**src/rtl/hex_rate_pkg.sv**
```systemverilog
// Shared constants for the hex rate counter: speed encodings, count limits and the period helper.
package hex_rate_pkg;

  localparam logic [1:0] SPD_FAST = 2'b00;
  localparam logic [1:0] SPD_1HZ  = 2'b01;
  localparam logic [1:0] SPD_HALF = 2'b10;
  localparam logic [1:0] SPD_QTR  = 2'b11;

  localparam logic [3:0] HEX_MAX = 4'hF;
  localparam logic [3:0] BCD_MAX = 4'd9;

  // Divider period in clock cycles for a given speed select.
  function automatic int unsigned period(input logic [1:0] spd, input int unsigned clk_hz);
    case (spd)
      SPD_FAST: return 32'd1;
      SPD_1HZ:  return clk_hz;
      SPD_HALF: return 32'd2 * clk_hz;
      default:  return 32'd4 * clk_hz;
    endcase
  endfunction

endpackage

```
**src/rtl/hex_rate_counter_rate_divider.sv**
```systemverilog
// Rate divider: down-counts to the selected period and strobes once per expiry.
module rate_divider
  import hex_rate_pkg::*;
#(
  parameter int unsigned CLK_HZ = 50000000,
  parameter int unsigned DIV_W  = 28
) (
  input  logic       clk,
  input  logic       reset,
  input  logic       enable,
  input  logic       restart,
  input  logic [1:0] speed,
  output logic       tick,
  output logic       expire_c
);

  logic [DIV_W-1:0] div, div_nxt;
  logic [1:0]       speed_q, speed_q_nxt;
  logic             tick_nxt;

  function automatic logic [DIV_W-1:0] reload(input logic [1:0] spd);
    return DIV_W'(period(spd, CLK_HZ) - 32'd1);
  endfunction

  // A restart (parent load) or speed change re-arms the full period of the new speed.
  always_comb begin
    div_nxt     = div;
    speed_q_nxt = speed_q;
    tick_nxt    = 1'b0;
    expire_c    = 1'b0;
    if (restart || (speed != speed_q)) begin
      div_nxt     = reload(speed);
      speed_q_nxt = speed;
    end else if (enable) begin
      if (div == '0) begin
        div_nxt  = reload(speed_q);
        tick_nxt = 1'b1;
        expire_c = 1'b1;
      end else begin
        div_nxt = div - DIV_W'(1);
      end
    end
  end

  always_ff @(posedge clk) begin
    if (reset) begin
      div     <= reload(speed);
      speed_q <= speed;
      tick    <= 1'b0;
    end else begin
      div     <= div_nxt;
      speed_q <= speed_q_nxt;
      tick    <= tick_nxt;
    end
  end

endmodule

```
**src/rtl/hex_rate_counter.sv**
```systemverilog
// 4-bit rate counter feeding a 7-segment digit, with load and tick/wrap chaining strobes.
// Define HEX_RATE_COUNTER_BCD_EN to count 0..9 instead of 0..F.
module hex_rate_counter
  import hex_rate_pkg::*;
#(
  parameter int unsigned CLK_HZ = 50000000,
  parameter int unsigned DIV_W  = 28
) (
  input  logic       CLOCK_50,
  input  logic       reset,
  input  logic       enable,
  input  logic [1:0] speed,
  input  logic       load,
  input  logic [3:0] d,
  output logic [3:0] q,
  output logic       tick,
  output logic       wrap
);

`ifdef HEX_RATE_COUNTER_BCD_EN
  localparam logic [3:0] CNT_MAX = BCD_MAX;
`else
  localparam logic [3:0] CNT_MAX = HEX_MAX;
`endif

  logic       expire_c;
  logic [3:0] load_val;
  logic [3:0] q_nxt;
  logic       wrap_nxt;

  rate_divider #(
    .CLK_HZ (CLK_HZ),
    .DIV_W  (DIV_W)
  ) u_div (
    .clk      (CLOCK_50),
    .reset    (reset),
    .enable   (enable),
    .restart  (load),
    .speed    (speed),
    .tick     (tick),
    .expire_c (expire_c)
  );

  // Out-of-range load values cannot be shown as a decimal digit, so they clear the count.
  always_comb begin
    load_val = (d > CNT_MAX) ? 4'd0 : d;
  end

  always_comb begin
    q_nxt    = q;
    wrap_nxt = 1'b0;
    if (load) begin
      q_nxt = load_val;
    end else if (expire_c) begin
      if (q == CNT_MAX) begin
        q_nxt    = 4'd0;
        wrap_nxt = 1'b1;
      end else begin
        q_nxt = q + 4'd1;
      end
    end
  end

  always_ff @(posedge CLOCK_50) begin
    if (reset) begin
      q    <= 4'd0;
      wrap <= 1'b0;
    end else begin
      q    <= q_nxt;
      wrap <= wrap_nxt;
    end
  end

endmodule

```
**config.mk**
```make
export PLATFORM = sky130hd
export DESIGN_NAME = hex_rate_counter
export DESIGN_NICKNAME = d
export VERILOG_FILES = /design/src/rtl/hex_rate_pkg.sv /design/src/rtl/hex_rate_counter_rate_divider.sv /design/src/rtl/hex_rate_counter.sv
export SDC_FILE = /design/constraint.sdc
export NUM_CORES = 1
export LEC_CHECK = 0
export BUFFER_PORTS_ARGS = -buffer_cell sky130_fd_sc_hd__buf_2
export CORE_MARGIN = 4
export CORE_UTILIZATION = 36
export CTS_CLUSTER_DIAMETER = 40
export DETAILED_ROUTE_END_ITERATION = 6
export MAX_ROUTING_LAYER = met4
export PLACE_DENSITY = 0.59
export SKIP_LAST_GASP = 1
export SLEW_MARGIN = 20
export SYNTH_ARGS = -nofsm -noshare
export SYNTH_HDL_FRONTEND = slang
export SYNTH_HIERARCHICAL = 1
export SYNTH_SLANG_ARGS = --single-unit
```
**constraint.sdc**
```tcl
create_clock -name CLOCK_50 -period 4.4 [get_ports CLOCK_50]
set_clock_uncertainty 0.15 [all_clocks]
set_input_delay 0 -clock CLOCK_50 [delete_from_list [all_inputs] [get_ports CLOCK_50]]
set_output_delay 0 -clock CLOCK_50 [all_outputs]
set_load 0.02 [all_outputs]
```
==> out/results.tsv, run 1 <==
metric	value	unit
CTS Sinks	36	
synth top area cells	edfxtp_1, ha_1, a21oi_1	
Compound-Gate Fraction of Synth Area	16.2	%
sequential power share	50.3	%
Multi-input gate area	0.00156	mm²
Post-DP HPWL	4490	µm
Slew Viols, Final	0	
leakage	1.09	nW
share of layout cells above drive strength 1	20.4	%
ys flop type	edfxtp_1	
final worst slack	0.994	ns
crit path from	u_div/div[26]	
Placed Area	0.00284	mm²
core area	0.00725	mm²
WS Path Type	flop to flop	
post-synthesis register bit count	36	
RSZ-0062 raised after global routing	no	
pwr/cell area	288	mW/mm²
row count	31	
slowest CP cell	dlygate4sd3_1	
post-synth top area cell	edfxtp_1	
vias per inst	5.47	
critical path arrival	3.43	ns
Setup Fix Bufs, Post-CTS	0	
pre-CTS setup slack	1.20	ns
synthesized area	0.00269	mm²
P_sw	243	µW
Root Driver	clkbuf_8	
Die Area	0.00892	mm²
crit path launch type	flop	
multiplexer area fraction after synthesis	0.837	%
CTS max path bufs	2	
synth warn	6	
CTS tree	yes	
post-synthesis simple-gate area fraction	28.0	%
first-pass GRT wire length	10900	µm
Mapped Cells	266	
largest stage delay on the critical path	0.55	ns
Ant. Diodes	0	
total track usage	15.9	%
Storage cell area	0.00102	mm²
xor-xnor portion of the synthesized cell area	7.16	%
Sw Share	27.5	%
max-cap viol count	0	
worst-path fanout max	19	
Inserted Clock Buffers	5	
synth cell count leaders	edfxtp_1, a21oi_1, nor2_1, nand2_1	
sequential share of the synthesized area	38.0	%
Final setup viols	0	
fin crit share	77.4	%
most numerous cell in the Yosys netlist	edfxtp_1	
drt drc	0	
final hold vios	0	
Worst VDD drop	108	µV
f_max	0.294	GHz
final instance area	0.00307	mm²
port bufs	15	
Worst Path Required	4.43	ns
Nets	315	
worst skew pair latency	0.29	ns
Synth top area share	33.5	%
die span in x	94.4	µm
CP delay by family, top	simple AND/OR/NAND/NOR gates	
post-cts gate resize count	0	
Buffers & Inverters on Critical Path	2	
via count	2149	
CTS H-Tree Depth	2	
post-route minimum period	3.41	ns
Die H	94.4	µm
area grow syn2layout	14.3	%
worst slew pin tran	0.830	ns
Min-Delay Path Class	primary input to flop	
asr flop ratio synth	0	%
Worst-path clk slew	0.08	ns
largest family of logic cells by synthesized area	simple AND/OR/NAND/NOR gates	
post-synthesis cell type count	66	
drt pass-1 iters	4	
# fillers	730	
Comb power frac	16.0	%
vias in the first global route	2150	
critical path cell sequence	nor4_2 -> nand4b_2 -> nor3_2 -> buf_4 -> and3_1 -> mux2_1 -> nand2_1 -> a21oi_1 -> dlygate4sd3_1	
Internal	642	µW
r2r startpoint	u_div/div[26]	
EDFF count, synth	30	
syn avg cell area	10.1	µm²
Fin Setup TNS	0	ns
Post-CTS Hold Fix Bufs	11	
clock share of power	33.8	%
Placer Congestion	0.877	
Mapped Nets	288	
WL final	6190	µm
GRT overflow	0	
HP Start	enable	
slew margin rel.	44.6	%
maximum number of pins on one net before global-route repair	29	
Worst Setup End Kind	flop	
initial DRC count	215	
Final ANT Viol Nets	0	
run status	complete, no violations	
count of boundary I/O pins	16	
initial antenna violation count	0	
Adder-Cell Fraction of Synth Area	5.58	%
Initial Utilization	37.1	%
DR WL/cell	15.8	µm
==> placed cells by master (no fill, tap or decap), drive strengths merged, types with 5 or more instances in the layout <==
cell / count
edfxtp: 30
a21oi: 29
nor2: 21
buf: 18
nor4: 18
nand2: 17
xnor2: 12
ha: 12
nor3: 12
dlygate4sd3: 11
inv: 10
xor2: 10
o21ai: 9
clkbuf: 8
dfxtp: 6
nand3: 6
or3: 6
or2: 5
==> final timing paths <==
path,endpoint,slack (ns),cells after the start
hold / removal,wrap,0.08,4
setup reg to reg,q[1],0.99,9
hold reg to reg,wrap,0.39,2
setup / recovery,q[1],0.99,9
==> flip-flops by register name, indices dropped and copies added, names as in the netlist, named ones only <==
name and count:
u_div/speed_q 2, wrap 1, u_div/div 27, u_div/tick 1, q 4
==> kinds of logic after synthesis <==
kind of cell,Yosys count
buf+inv,19
fa+ha+maj,12
xor+xnor,22
flops,36
compound gates,65
mux,2
simple gates,110
==> power groups by stage <==
stage / Combinational (mW) / Clock, mW / Sequential (mW)
6_report: 0.141 / 0.299 / 0.445
5_1_grt: 0.159 / 0.326 / 0.451
4_1_cts: 0.142 / 0.308 / 0.445
3_5_place_dp: 0.133 / 0 / 0.452
3_3_place_gp: 0.132 / 0 / 0.451
2_1_floorplan: 0.0982 / 0 / 0.446
==> area by class of cell <==
class | count | area share (%)
clock buffer | 8 | 3.95
inverter | 10 | 1.22
multi-input combinational | 211 | 50.8
sequential | 36 | 33.2
tap | 99 | 4.03
timing repair buffer | 29 | 6.76
==> per-layer routing <==
| metal | wire [µm] | GRT usage (%) | vias to the layer above | part of all wire (%) |
|---|---|---|---|---|
| li1 | - | - | 1058 | - |
| met1 | 2960 | 22.3 | 1020 | 48 |
| met2 | 2810 | 23.8 | 65 | 45 |
| met3 | 349 | 2.39 | 6 | 5.6 |
| met4 | 73 | 4.33 | 0 | 1.2 |
| met5 | 0 | - | - | 0 |
==> stage by stage <==
step / utilization, % / power (mW) / instances / hold WS (ns)
finish: 42.4 / 0.885 / 393 / 0.0798
global route: 42.4 / 0.936 / 393 / 0.107
CTS: 42.4 / 0.895 / 393 / 0.0643
detailed placement: 39.2 / 0.585 / 374 / 0.107
global placement: 39.2 / 0.583 / 374 / 0.100
floorplan: - / 0.544 / 266 / -0.0809
==> tightest hold or removal path: cells and delay by family <==
kind                   cells  cell delay [ns]
buffers and inverters      2             0.20
and+or+nand+nor            2             0.27
Power figures use the tool's default switching activity.
==> run 2, diff against run 1 <==
--- a/config.mk
+++ b/config.mk
@@ -11,7 +11,7 @@
 export CTS_CLUSTER_DIAMETER = 40
 export DETAILED_ROUTE_END_ITERATION = 6
 export MAX_ROUTING_LAYER = met4
-export PLACE_DENSITY = 0.59
+export PLACE_DENSITY = 0.61
 export SKIP_LAST_GASP = 1
 export SLEW_MARGIN = 20
 export SYNTH_ARGS = -nofsm -noshare
==> constraint.sdc (replaced) <==
create_clock -name CLOCK_50 -period 2.85 [get_ports CLOCK_50]
set_clock_uncertainty 0.15 [all_clocks]
set_input_delay 0 -clock CLOCK_50 [delete_from_list [all_inputs] [get_ports CLOCK_50]]
set_output_delay 0 -clock CLOCK_50 [all_outputs]
set_load 0.02 [all_outputs]
==> out/results.tsv, run 2 (synthesized netlist as in run 1, its figures left out) <==
metric	value	unit	change
run status	complete, no violations		
first-pass GRT wire length	10900	µm	about the same
count of boundary I/O pins	16		unchanged
Placed Area	0.00308	mm²	+8.3%
commonest non-fill, non-tap cell in the layout	buf_4		
most frequent cells in the layout	buf_4, edfxtp_1, a21oi_1		
leakage	1.30	nW	+19%
Root Driver	clkbuf_8		
Initial Utilization	37.1	%	unchanged
Metal-1 WL	3000	µm	+1.3%
row count	31		unchanged
worst-path fanout max	6		-13
CTS Sinks	36		unchanged
via count	2307		+7.4%
Power, Total	1.39	mW	+57%
Finished Layout Cells	432		+9.9%
critical path arrival	2.66	ns	-0.77 ns
Inserted Clock Buffers	5		unchanged
Final ANT Viol Nets	0		unchanged
Nets	354		+12%
vias in the first global route	2217		+3.1%
drt pass-1 iters	4		unchanged
Top reg by flops	u_div/div		
routed wl met2	3200	µm	+14%
Worst Setup End Kind	flop		
initial DRC count	192		-11%
f_max	0.358	GHz	+22%
vias per inst	5.34		-2.3%
core area	0.00725	mm²	unchanged
worst skew pair latency	0.29	ns	about the same
Post-Place Cells	403		+7.8%
drt drc	0		unchanged
final hold vios	0		unchanged
maximum number of pins on one net before global-route repair	29		unchanged
CTS tree	yes		
Worst VDD drop	210	µV	+94%
Ant. Diodes	0		unchanged
Hold Slack	0.0666	ns	-0.0132 ns
worst slew pin tran	0.676	ns	-0.154 ns
share of layout cells above drive strength 1	32.1	%	+12 points
Worst Path Required	2.72	ns	-1.71 ns
Die H	94.4	µm	unchanged
Placer Congestion	0.962		+9.7%
Regs by FF count	u_div/div (27), q (4), u_div/speed_q (2)		
WL final	6630	µm	+7.0%
max-cap viol count	0		unchanged
Post-DP HPWL	4740	µm	+5.7%
CTS max path bufs	2		unchanged
Worst-path clk slew	0.08	ns	about the same
max FFs per register	27		unchanged
crit path launch type	flop		
initial antenna violation count	0		unchanged
total track usage	15.9	%	+0.038 points
final instance area	0.00342	mm²	+11%
RSZ-0062 raised after global routing	yes		
fin crit share	98.1	%	+21 points
Slew Viols, Final	0		unchanged
area grow syn2layout	27.1	%	
die span in x	94.4	µm	unchanged
port bufs	15		unchanged
Final setup viols	0		unchanged
Top Metal Used	met4		
Fin Setup TNS	0	ns	unchanged
pwr/cell area	408	mW/mm²	+42%
GRT overflow	0		unchanged
WS Path Type	flop to flop		
post-route minimum period	2.80	ns	-0.610 ns
slew margin rel.	54.9	%	+10 points
metal3 WL	327	µm	-6.3%
Min-Delay Path Class	primary input to flop		
CTS H-Tree Depth	2		unchanged
Die Area	0.00892	mm²	unchanged
DR WL/cell	15.3	µm	-2.6%
-- run 2: path summary, 6_finish.rpt --
kind                   end  slack (ns)         start  depth (start not counted)
max          u_div/div[27]        0.05  u_div/div[4]                          8
min                   wrap        0.07        enable                          4
max reg2reg  u_div/div[27]        0.05  u_div/div[4]                          8
min reg2reg           wrap        0.39          q[2]                          2
-- run 2: worst max-delay path: stages (launching register included) --
cell and delay [ns]:
edfxtp_1 0.41, buf_4 0.15, buf_4 0.14, or4_1 0.51, nor2_1 0.41, and4_2 0.40, nor4_2 0.07, xor2_1 0.20
o21ai_1 0.08
-- run 2: cell type report --
cell class | instances | area, µm²
inverter | 10 | 37.5
multi-input combinational | 211 | 1640
fill | 709 | 3830
clock inverter | 2 | 11.3
sequential | 36 | 1020
tap | 99 | 124
clock buffer | 6 | 93.8
timing repair buffer | 68 | 495
-- run 2: where the power goes --
part	internal [mW]	switching [mW]
combinational	0.144	0.162
sequential	0.620	0.0442
clock	0.225	0.199
-- run 2: layer usage --
layer  track usage, %  vias to the layer above
li1                 -                     1141
met1             20.7                     1097
met3             3.43                       10
met2             25.4                       59
met4             3.97                        0
met5                -                        -
-- run 2: what timing repair did --
item                                    CTS  global route
endpoints found under the hold margin     8             0
resized for setup                         0             9
setup buffers                             0            12
endpoints found under the setup margin    0             3
hold buffers                              9             0
-- run 2: stage by stage --
stage,utilization (%),setup WS (ns)
floorplan,-,-0.0962
global placement,42.5,0.116
detailed placement,42.5,0.0462
CTS,45.1,0.0177
global route,47.1,-0.0798
finish,47.1,0.0541
